===== config.mk =====
export PLATFORM = sky130hd
export DESIGN_NAME = seq_feed_ctrl_flat
export DESIGN_NICKNAME = d
export VERILOG_FILES = /design/src/rtl/seq_feed_pkg.sv /design/src/rtl/seq_feed_if.sv /design/src/rtl/seq_feed_ctrl_pace_tick.sv /design/src/rtl/seq_feed_ctrl.sv /design/src/flat_wrapper.sv
export SDC_FILE = /design/constraint.sdc
export NUM_CORES = 1
export LEC_CHECK = 0
export BUFFER_PORTS_ARGS = -buffer_cell sky130_fd_sc_hd__buf_2
export CAP_MARGIN = 10
export CELL_PAD_IN_SITES_DETAIL_PLACEMENT = 0
export CELL_PAD_IN_SITES_GLOBAL_PLACEMENT = 2
export CORE_ASPECT_RATIO = 0.6
export CORE_MARGIN = 5
export CORE_UTILIZATION = 33
export CTS_CLUSTER_DIAMETER = 50
export DETAILED_ROUTE_END_ITERATION = 10
export PLACE_DENSITY = 0.84
export SYNTH_ARGS = -nofsm -noshare
export SYNTH_HDL_FRONTEND = slang
export SYNTH_SLANG_ARGS = --single-unit

===== constraint.sdc =====
create_clock -name CLOCK_50 -period 3 [get_ports CLOCK_50]
set_input_delay 0.45 -clock CLOCK_50 [delete_from_list [all_inputs] [get_ports CLOCK_50]]
set_output_delay 0.45 -clock CLOCK_50 [all_outputs]
set_load 0.05 [all_outputs]

===== src/rtl/seq_feed_pkg.sv =====
// Shared types and constants for the sequence-detector run controller.
package seq_feed_pkg;

  localparam int LEN_W = 5;
  localparam int CNT_W = 4;
  localparam logic [CNT_W-1:0] HIT_SAT = 4'd15;

  typedef enum logic [2:0] {
    S_IDLE   = 3'd0,
    S_CLEAR  = 3'd1,
    S_WAIT   = 3'd2,
    S_STEP   = 3'd3,
    S_SAMPLE = 3'd4,
    S_DONE   = 3'd5
  } state_e;

  function automatic logic [CNT_W-1:0] sat_inc(input logic [CNT_W-1:0] v);
    return (v == HIT_SAT) ? v : v + 4'd1;
  endfunction

  function automatic logic is_busy(input state_e s);
    return (s == S_CLEAR) || (s == S_WAIT) || (s == S_STEP) || (s == S_SAMPLE);
  endfunction

endpackage


===== src/rtl/seq_feed_if.sv =====
// Run-request and detector-side signals of the feed controller.
interface seq_feed_if
  import seq_feed_pkg::*;
#(
  parameter int MAX_LEN = 16
);
  logic               start;
  logic               abort;
  logic [MAX_LEN-1:0] pattern;
  logic [LEN_W-1:0]   length;
  logic               det_hit;
  logic               det_bit;
  logic               det_step;
  logic               det_clr;
  logic               busy;
  logic               done;
  logic               err;
  logic [CNT_W-1:0]   hit_count;
  logic [LEN_W-1:0]   bit_idx;

  modport master (
    output start, abort, pattern, length, det_hit,
    input  det_bit, det_step, det_clr, busy, done, err, hit_count, bit_idx
  );

  modport slave (
    input  start, abort, pattern, length, det_hit,
    output det_bit, det_step, det_clr, busy, done, err, hit_count, bit_idx
  );
endinterface


===== src/rtl/seq_feed_ctrl_pace_tick.sv =====
// Loadable down-counter that paces the detector steps; tc_o flags zero.
module pace_tick #(
  parameter int PACE_DIV = 2
) (
  input  logic clk_i,
  input  logic rst_i,
  input  logic load_i,
  input  logic en_i,
  output logic tc_o
);
  localparam int W = (PACE_DIV > 1) ? $clog2(PACE_DIV) : 1;
  localparam logic [W-1:0] LOAD_VAL = W'(PACE_DIV - 1);

  logic [W-1:0] cnt_q;
  logic [W-1:0] cnt_d;

  // next count: load wins, otherwise decrement down to zero
  always_comb begin
    cnt_d = cnt_q;
    if (load_i) begin
      cnt_d = LOAD_VAL;
    end else if (en_i && (cnt_q != {W{1'b0}})) begin
      cnt_d = cnt_q - {{(W-1){1'b0}}, 1'b1};
    end else begin
      cnt_d = cnt_q;
    end
  end

  // counter register
  always_ff @(posedge clk_i or posedge rst_i) begin
    if (rst_i) begin
      cnt_q <= {W{1'b0}};
    end else begin
      cnt_q <= cnt_d;
    end
  end

  assign tc_o = (cnt_q == {W{1'b0}});
endmodule


===== src/rtl/seq_feed_ctrl.sv =====
// Feeds a latched bit pattern into the sequence detector at a paced rate and
// counts the detector's hits; start/busy/done handshake towards the host.
module seq_feed_ctrl
  import seq_feed_pkg::*;
#(
  parameter int MAX_LEN  = 16,
  parameter int PACE_DIV = 25_000_000
) (
  input  logic       CLOCK_50,
  input  logic       reset,
  seq_feed_if.slave  bus
);
  state_e             state_q, state_d;
  logic [MAX_LEN-1:0] pattern_q, pattern_d;
  logic [LEN_W-1:0]   len_q, len_d;
  logic [LEN_W-1:0]   idx_q, idx_d;
  logic [CNT_W-1:0]   hit_q, hit_d;
  logic               err_q, err_d;
  logic               det_bit_q, det_bit_d;
  logic               det_step_q, det_clr_q, busy_q, done_q;
  logic               cnt_load_s, cnt_en_s, cnt_tc_s, len_ok_s;
  logic [LEN_W-1:0]   idx_inc_s, sel_s;

  pace_tick #(.PACE_DIV(PACE_DIV)) u_pace (
    .clk_i  (CLOCK_50),
    .rst_i  (reset),
    .load_i (cnt_load_s),
    .en_i   (cnt_en_s),
    .tc_o   (cnt_tc_s)
  );

  assign len_ok_s  = (bus.length != 5'd0) && (bus.length <= LEN_W'(MAX_LEN));
  assign idx_inc_s = idx_q + 5'd1;

  // next-state, run bookkeeping and the bit presented to the detector
  always_comb begin
    state_d    = state_q;
    pattern_d  = pattern_q;
    len_d      = len_q;
    idx_d      = idx_q;
    hit_d      = hit_q;
    err_d      = err_q;
    cnt_load_s = 1'b0;
    cnt_en_s   = 1'b0;
    det_bit_d  = det_bit_q;
    sel_s      = 5'd0;

    case (state_q)
      S_IDLE: begin
        if (bus.start && len_ok_s) begin
          pattern_d = bus.pattern;
          len_d     = bus.length;
          err_d     = 1'b0;
          state_d   = S_CLEAR;
        end else if (bus.start) begin
          err_d   = 1'b1;
          hit_d   = 4'd0;
          state_d = S_DONE;
        end else begin
          state_d = S_IDLE;
        end
      end
      S_CLEAR: begin
        if (bus.abort) begin
          err_d   = 1'b1;
          state_d = S_DONE;
        end else begin
          hit_d      = 4'd0;
          idx_d      = 5'd0;
          cnt_load_s = 1'b1;
          state_d    = S_WAIT;
        end
      end
      S_WAIT: begin
        if (bus.abort) begin
          err_d   = 1'b1;
          state_d = S_DONE;
        end else if (cnt_tc_s) begin
          state_d = S_STEP;
        end else begin
          cnt_en_s = 1'b1;
        end
      end
      S_STEP: begin
        if (bus.abort) begin
          err_d   = 1'b1;
          state_d = S_DONE;
        end else begin
          state_d = S_SAMPLE;
        end
      end
      S_SAMPLE: begin
        if (bus.abort) begin
          err_d   = 1'b1;
          state_d = S_DONE;
        end else begin
          // the detector updated on the step edge, so its Moore output is current
          if (bus.det_hit) begin
            hit_d = sat_inc(hit_q);
          end else begin
            hit_d = hit_q;
          end
          idx_d = idx_inc_s;
          if (idx_inc_s == len_q) begin
            state_d = S_DONE;
          end else begin
            cnt_load_s = 1'b1;
            state_d    = S_WAIT;
          end
        end
      end
      S_DONE: begin
        state_d = S_IDLE;
      end
      default: begin
        state_d = S_IDLE;
      end
    endcase

    // MSB-first: the bit for step n is pattern[length-1-n], refreshed on WAIT entry
    if (state_d == S_WAIT) begin
      sel_s     = len_q - 5'd1 - idx_d;
      det_bit_d = |(pattern_q & ({{(MAX_LEN-1){1'b0}}, 1'b1} << sel_s));
    end else begin
      det_bit_d = det_bit_q;
    end
  end

  // state, run data and output strobes; strobes decode the next state so they align with it
  always_ff @(posedge CLOCK_50 or posedge reset) begin
    if (reset) begin
      state_q    <= S_IDLE;
      pattern_q  <= {MAX_LEN{1'b0}};
      len_q      <= 5'd0;
      idx_q      <= 5'd0;
      hit_q      <= 4'd0;
      err_q      <= 1'b0;
      det_bit_q  <= 1'b0;
      det_step_q <= 1'b0;
      det_clr_q  <= 1'b0;
      busy_q     <= 1'b0;
      done_q     <= 1'b0;
    end else begin
      state_q    <= state_d;
      pattern_q  <= pattern_d;
      len_q      <= len_d;
      idx_q      <= idx_d;
      hit_q      <= hit_d;
      err_q      <= err_d;
      det_bit_q  <= det_bit_d;
      det_step_q <= (state_d == S_STEP);
      det_clr_q  <= (state_d == S_CLEAR);
      busy_q     <= is_busy(state_d);
      done_q     <= (state_d == S_DONE);
    end
  end

  assign bus.det_bit   = det_bit_q;
  assign bus.det_step  = det_step_q;
  assign bus.det_clr   = det_clr_q;
  assign bus.busy      = busy_q;
  assign bus.done      = done_q;
  assign bus.err       = err_q;
  assign bus.hit_count = hit_q;
  assign bus.bit_idx   = idx_q;
endmodule


===== src/flat_wrapper.sv =====
// flat-port wrapper written by rule: the top's interface ports become plain ports
module seq_feed_ctrl_flat import seq_feed_pkg::*;
#(
  parameter int MAX_LEN  = 16,
  parameter int PACE_DIV = 25_000_000
)
  (CLOCK_50, reset, bus_start, bus_abort, bus_pattern, bus_length, bus_det_hit, bus_det_bit, bus_det_step, bus_det_clr, bus_busy, bus_done, bus_err, bus_hit_count, bus_bit_idx);
  seq_feed_if #(.MAX_LEN(MAX_LEN)) bus_i ();
  input  logic CLOCK_50;
  input  logic reset;
  input wire logic [$bits(bus_i.start)-1:0] bus_start;
  input wire logic [$bits(bus_i.abort)-1:0] bus_abort;
  input wire logic [$bits(bus_i.pattern)-1:0] bus_pattern;
  input wire logic [$bits(bus_i.length)-1:0] bus_length;
  input wire logic [$bits(bus_i.det_hit)-1:0] bus_det_hit;
  output wire logic [$bits(bus_i.det_bit)-1:0] bus_det_bit;
  output wire logic [$bits(bus_i.det_step)-1:0] bus_det_step;
  output wire logic [$bits(bus_i.det_clr)-1:0] bus_det_clr;
  output wire logic [$bits(bus_i.busy)-1:0] bus_busy;
  output wire logic [$bits(bus_i.done)-1:0] bus_done;
  output wire logic [$bits(bus_i.err)-1:0] bus_err;
  output wire logic [$bits(bus_i.hit_count)-1:0] bus_hit_count;
  output wire logic [$bits(bus_i.bit_idx)-1:0] bus_bit_idx;
  assign bus_i.start = bus_start;
  assign bus_i.abort = bus_abort;
  assign bus_i.pattern = bus_pattern;
  assign bus_i.length = bus_length;
  assign bus_i.det_hit = bus_det_hit;
  assign bus_det_bit = bus_i.det_bit;
  assign bus_det_step = bus_i.det_step;
  assign bus_det_clr = bus_i.det_clr;
  assign bus_busy = bus_i.busy;
  assign bus_done = bus_i.done;
  assign bus_err = bus_i.err;
  assign bus_hit_count = bus_i.hit_count;
  assign bus_bit_idx = bus_i.bit_idx;
  seq_feed_ctrl #(.MAX_LEN(MAX_LEN), .PACE_DIV(PACE_DIV)) u_core (.CLOCK_50(CLOCK_50), .reset(reset), .bus(bus_i));
endmodule

; After elaboration in Yosys (flattened, before gate mapping)
; Index checks and enable logic that the tools add are counted.
[totals]
regBits = 64
elab_cells = 89
[op_classes]
add_sub_neg = 5
n_lt_le_gt_ge = 1
n_eq_ne = 19
shift = 1
mux = 32
bitwise = 1
reduce_logical = 18
[ops]
columns = operator, count
row1 = 2-to-1 mux 25 bit, 2
row2 = zero test 25 bit, 1
row3 = nonzero test 25 bit, 1
row4 = "subtractor 25 x 1 -> 25 bit, second input constant", 1
row5 = 2-to-1 mux 4 bit, 6
row6 = 2-to-1 mux 3 bit, 7
row7 = bitwise AND 16 bit, 1
row8 = OR reduction 16 bit, 1
row9 = "left shift 1 x 5 -> 16 bit, first input constant", 1
row10 = one-hot mux 3 bit (5 select lines), 1
row11 = "== test 3 x 2 -> 1 bit, second input constant", 4
row12 = "!= test 2 bit, second input constant", 6
row13 = one-hot mux 4 bit (3 select lines), 1
row14 = 2-to-1 mux 1 bit, 10
row15 = 2-to-1 mux 5 bit, 2
row16 = one-hot mux 5 bit (2 select lines), 1
row17 = "== test 3 bit, second input constant", 3
row18 = AND reduction 7 bit, 1
row19 = "== test 3 x 1 -> 1 bit, second input constant", 2
row20 = "adder 5 x 1 -> 5 bit, second input constant", 1
row21 = == test 5 bit, 1
row22 = "less-or-equal comparator 5 bit, second input constant", 1
row23 = nonzero test 5 bit, 1
row24 = "subtractor 5 x 1 -> 5 bit, second input constant", 1
row25 = other kinds (14), 20

; Longest topological paths before layout
[depth]
depth_word = 9
mapped_depth = 13
mapped_depth_nobuf = 12

; Modules after synthesis
; A second synthesis with hierarchy kept.
[hier_totals]
cells_unflattened = 384
hier_area_um2 = 3741.1
[modules_own_cells]
columns = mod, n_inst, cells_per_inst, area_per_inst_um2, seq_area_each_um2
row1 = seq_feed_ctrl, 1, 235, 2337.2, 975.9
row2 = pace_tick, 1, 149, 1403.8, 625.6

; Least setup slack after synthesis
; No wires, ideal clock.
[synth_path]
path_type = register to register
startpoint = register u_core.idx_q[0], in the netlist u_core.bus.bit_idx[0]
endpoint = register u_core.det_bit_q, in the netlist u_core.bus.det_bit
setup_time_ns = 0.126
arrival_ns = 3.210
slack_ns = -0.335
path_stages_with_launch = 11
path_buffers = 0
path_cell_list = dfrtp_1 -> ha_1 -> a22o_1 -> a22oi_1 -> inv_1 -> fa_1 -> xnor2_1 -> mux4_2 -> mux2i_1 -> mux2_1 -> o31ai_1
[synth_between]
elab_chain_cells = 7
[synth_rtl]
columns = item, line_no
row1 = from (decl), seq_feed_ctrl.sv:16  ; logic [LEN_W-1:0] idx_q, idx_d;
row2 = from (signal assigned), seq_feed_ctrl.sv:147  ; idx_q <= idx_d;
row3 = adder 5 x 1 -> 5 bit, seq_feed_ctrl.sv:33  ; assign idx_inc_s = idx_q + 5'd1;
row4 = 2-to-1 mux 5 bit, seq_feed_ctrl.sv:93  ; if (bus.abort) begin
row5 = one-hot mux 5 bit (2 select lines), seq_feed_ctrl.sv:48  ; case (state_q)
row6 = via u_core.idx_d[1], seq_feed_ctrl.sv:16
row7 = subtractor 5 bit, seq_feed_ctrl.sv:122  ; sel_s = len_q - 5'd1 - idx_d;
row8 = left shift 1 x 5 -> 16 bit, seq_feed_ctrl.sv:123  ; det_bit_d = |(pattern_q & ({{(MAX_LEN-1){1'b0}}, 1'b1} << sel_s));
row9 = bitwise AND 16 bit, seq_feed_ctrl.sv:123
row10 = OR reduction 16 bit, seq_feed_ctrl.sv:123
row11 = to (signal assigned), seq_feed_ctrl.sv:150  ; det_bit_q <= det_bit_d;
row12 = to (decl), seq_feed_ctrl.sv:19  ; logic det_bit_q, det_bit_d;
; The timed path passes the listed nets, and every way through them passes these cells.
; A chain may end at the register's enable or synchronous reset.

; Worst setup path after layout
[layout_path]
startpoint = register u_core.idx_q[0], in the netlist u_core.bus.bit_idx[0]
endpoint = register u_core.det_bit_q, in the netlist u_core.bus.det_bit
[layout_between]
elab_chain_cells = 7
[layout_rtl]
columns = item, line_no
row1 = adder 5 x 1 -> 5 bit, seq_feed_ctrl.sv:33
row2 = 2-to-1 mux 5 bit, seq_feed_ctrl.sv:93
row3 = one-hot mux 5 bit (2 select lines), seq_feed_ctrl.sv:48
row4 = subtractor 5 bit, seq_feed_ctrl.sv:122
row5 = left shift 1 x 5 -> 16 bit, seq_feed_ctrl.sv:123
row6 = bitwise AND 16 bit, seq_feed_ctrl.sv:123
row7 = OR reduction 16 bit, seq_feed_ctrl.sv:123
; Parallel ways exist; a longest one is shown, timed or not.

==> flow_summary.yaml <==
die:
  die_height_um: 90.31
  ioPinCount: 41
  chipWidth_um: 143.8
  start_util_pct: 33.71
  num_rows: 29
  die_area_um2: 12990
  coreArea_um2: 10520
final_layout:
  final_cell_mix: "nand2_1 (84), dfrtp_1 (61), buf_2 (40), buf_4 (20), nor2_1 (17)"
  syn_to_final_growth_pct: 22.50
  final_nets: 466
  layout_commonest_cell: "nand2_1"
  final_cell_count_no_fill: 576
  drive_gt1_share_pct: 23.34
  fillers: 1040
  diodes: 0
clock_network:
  htreeDepth: 3
  clock_path_buffers: 2
  cts_buffers: 9
  cts.sinks: 64
  clk_latency_ps: 330
  cts_root_buf: "clkbuf_16"
  holdBufCountCts: 0
  cts_tree: "built"
  cts.clk_slew.worst_paths_ps: 60
synthesis:
  synthCells: 379
  synth-edff-count: 0
  ys_async_sr_fraction_pct: 100.0
  synth_area_um2: 3547
  synth_nets: 413
  synth.distinct_cells: 58
  yosysSeqAreaShare_pct: 45.15
  avgSynthCellArea_um2: 9.359
  yosysWarnings: 0
  synthFlopType: "dfrtp_1"
  synth_seq_cells: 64
worst_hold_path:
  hold_depth: 3
  min_path_type: "in -> reg"
place:
  gp_congestion: 0.7758
  place_inst: 560
  portBuffers: 40
  place_hpwl_um: 6331
setup_path:
  crit_cells: 12
  crit_path_frequent_cell: "ha_1"
  r2r-start: "u_core.bus.bit_idx[0]"
  cpPeakStageDelay_ps: 520
  cp-endpoint: "u_core.bus.det_bit"
  endpoint_kind: "register"
  cp_top_family: "adder cells"
  r2r_end: "u_core.bus.det_bit"
  crit_chain: "ha_1, nor3_1, a31oi_1, o22ai_2, ha_1, inv_1, fa_2, xnor2_4, mux4_2, mux2i_1, mux2_1, o31ai_1"
  r2r_slack_ps: 140
  crit_path_start_kind: "register"
  crit_required_ps: 3220
  path_class: "reg -> reg"
  crit_start: "u_core.bus.bit_idx[0]"
  cp_max_fo: 3
  reg2reg_depth: 12
  critPathSlowestCell: "mux4_2"
  worst-path-buf-inv: 1
  cp.arrival_ps: 3080
route:
  viasPerCell: 4.939
  drt_iter0_markers: 182
  routedWlPerCell_um: 14.88
  ant_nets: 0
  dr.pass1.iters: 4
  wirelength_um: 8568
  drcViolationCount: 0
  vias: 2845
pwr:
  vdd_ir_drop_max_mv: 0.4388
  seq_power_share_pct: 28.5
  clockPowerShare_pct: 22.1
  switching_share_pct: 39.79
  power_density_nw_per_um2: 1052
  power_leakage_nw: 1.945
  total_power_mw: 4.573
  comb_power_share_pct: 49.4
  p_switching_mw: 1.820
  intPower_mw: 2.754
global_route:
  antenna_found_initial: 0
  grt_pass1_wl_um: 14350
  grt_max_degree: 65
  grt_usage_pct: 13.96
  grt-ovfl-total: 0
  grt_pass1_vias: 2748
sta:
  fin_crit_sh_pct: 95.19
  rsz0062_at_grt: "true"
  max-slew-margin-rel_pct: 45.35
  finalHoldViolations: 0
  fmax_ghz: 0.3502
  finClkSkew_ps: 5.835
  slew_violations: 0
  setup_viol: 0
  period_minus_slack_ps: 2856
  worstMarginPinSlew_ps: 819.7
outcome:
  status: "completed"
job:
  max_cap_viol_count: 0
logic make-up (layout without fill, tap and decap cells):
| group | after synthesis | after routing | synth area share, % |
|---|---|---|---|
| adder cells (fa/ha/maj) | 9 | 9 | 3.316 |
| AO/OA/AOI/OAI | 59 | 59 | 12.13 |
| multiplexers | 10 | 10 | 4.374 |
| AND/OR/NAND/NOR | 172 | 172 | 24.02 |
| buffers and inverters | 36 | 94 | 3.844 |
| flip-flops | 64 | 64 | 45.15 |
| XOR/XNOR | 29 | 29 | 7.161 |
synthesized netlist by cell type (2+ instances only):
cell type  instances  area share, %
mux2i_1            2           0.56
nor3_1             9            1.3
xor2_1            14            3.5
inv_1             17            1.8
a22o_1             6            1.5
o21ai_0           12            1.7
a21o_1             2           0.42
nor2b_1            2           0.35
o41ai_1            2           0.49
or2_2              2           0.35
mux2_2             3           0.95
nand2b_1           3           0.53
and3_1             2           0.35
dfrtp_1           64             45
o311a_1            2           0.56
o211ai_1           4           0.85
a21oi_1           11            1.6
nand3b_1           3           0.63
ha_1               7            2.5
and4_1             2           0.49
xnor2_1           15            3.7
and2_1             3           0.53
nor2_1            17            1.8
o31ai_1            5            1.1
nand2_1           84            8.9
or2_1              2           0.35
clkbuf_1          17            1.8
nor4_1             4           0.71
or4_1              6            1.3
nand4_1            5           0.88
mux4_2             4            2.5
a31oi_1            3           0.53
a41o_1             2           0.56
or3_1              8            1.4
nand3_1           12            1.7
how the worst min path moves through the flow:
stage                               startpoint              endpoint  slack, ps
after floorplan            u_core.pattern_q[0]   u_core.pattern_q[0]        440
after global placement     u_core.pattern_q[7]   u_core.pattern_q[7]        460
after detailed placement  u_core.pattern_q[15]  u_core.pattern_q[15]        470
after CTS                       bus_pattern[4]   u_core.pattern_q[4]        290
after global routing            bus_pattern[1]   u_core.pattern_q[1]        300
final                           bus_pattern[4]   u_core.pattern_q[4]        300
final cells by class:
cell class              instances  area (um^2)  share of cell area (%)
clock buffers                  12        266.5                   6.133
multi-input cells             279         1854                   42.67
clock inverters                 4        27.53                  0.6335
well taps                     139        173.9                   4.002
flip-flops and latches         64         1605                   36.94
inverters                      18        67.56                   1.555
repair buffers                 60        350.3                   8.062
metrics by stage:
stage	setup TNS [ps]	setup slack (ps)	utilization, %	area (um^2)	hold slack [ps]
finish	0	144.3	41.30	4345	299.1
global route	-2.685	-2.685	41.30	4345	297.1
CTS	0	9.982	41.05	4319	291.5
detailed placement	-117.2	-117.2	38.25	4025	466.8
global placement	-58.59	-58.59	38.25	4025	455.8
floorplan	0	3.571	-	3571	440.3
state kept, by name, summed over array words and instances, names as in the netlist, 3 cells and up:
signal / cells
u_core.bus.hit_count: 4
u_core.pattern_q: 16
u_core.u_pace.cnt_q: 25
u_core.bus.bit_idx: 5
u_core.state_q: 3
u_core.len_q: 5
worst register-to-register path: stages, from the launching register on:
cell and delay, ps:
dfrtp_2 430, ha_1 210, nor3_1 130, a31oi_1 70, o22ai_2 190, ha_1 200, inv_1 60, fa_2 390
xnor2_4 230, mux4_2 520, mux2i_1 130, mux2_1 140, o31ai_1 50
routing by layer:
metal | track usage, % | part of all wire (%) | wire length [um]
met3 | 4.709 | 5.8 | 501
met2 | 16.06 | 35 | 3014
met1 | 23.48 | 58 | 4959
met4 | 3.683 | 1.1 | 93
met5 | 0 | 0 | 0
power by group through the flow:
stage / Clock [mW] / Sequential (mW) / Combinational, mW
final: 1.01 / 1.30 / 2.26
after floorplan: 0 / 1.45 / 1.46
after global placement: 0 / 1.31 / 2.17
after detailed placement: 0 / 1.31 / 2.19
after CTS: 1.03 / 1.30 / 2.20
after global routing: 1.08 / 1.34 / 2.47
timing repair:
item                                    in CTS  in global routing
endpoints found under the setup margin       0                  1
setup buffers                                0                  0
resized for setup                            0                  5
Note: power is estimated with default switching activity, not from simulation.
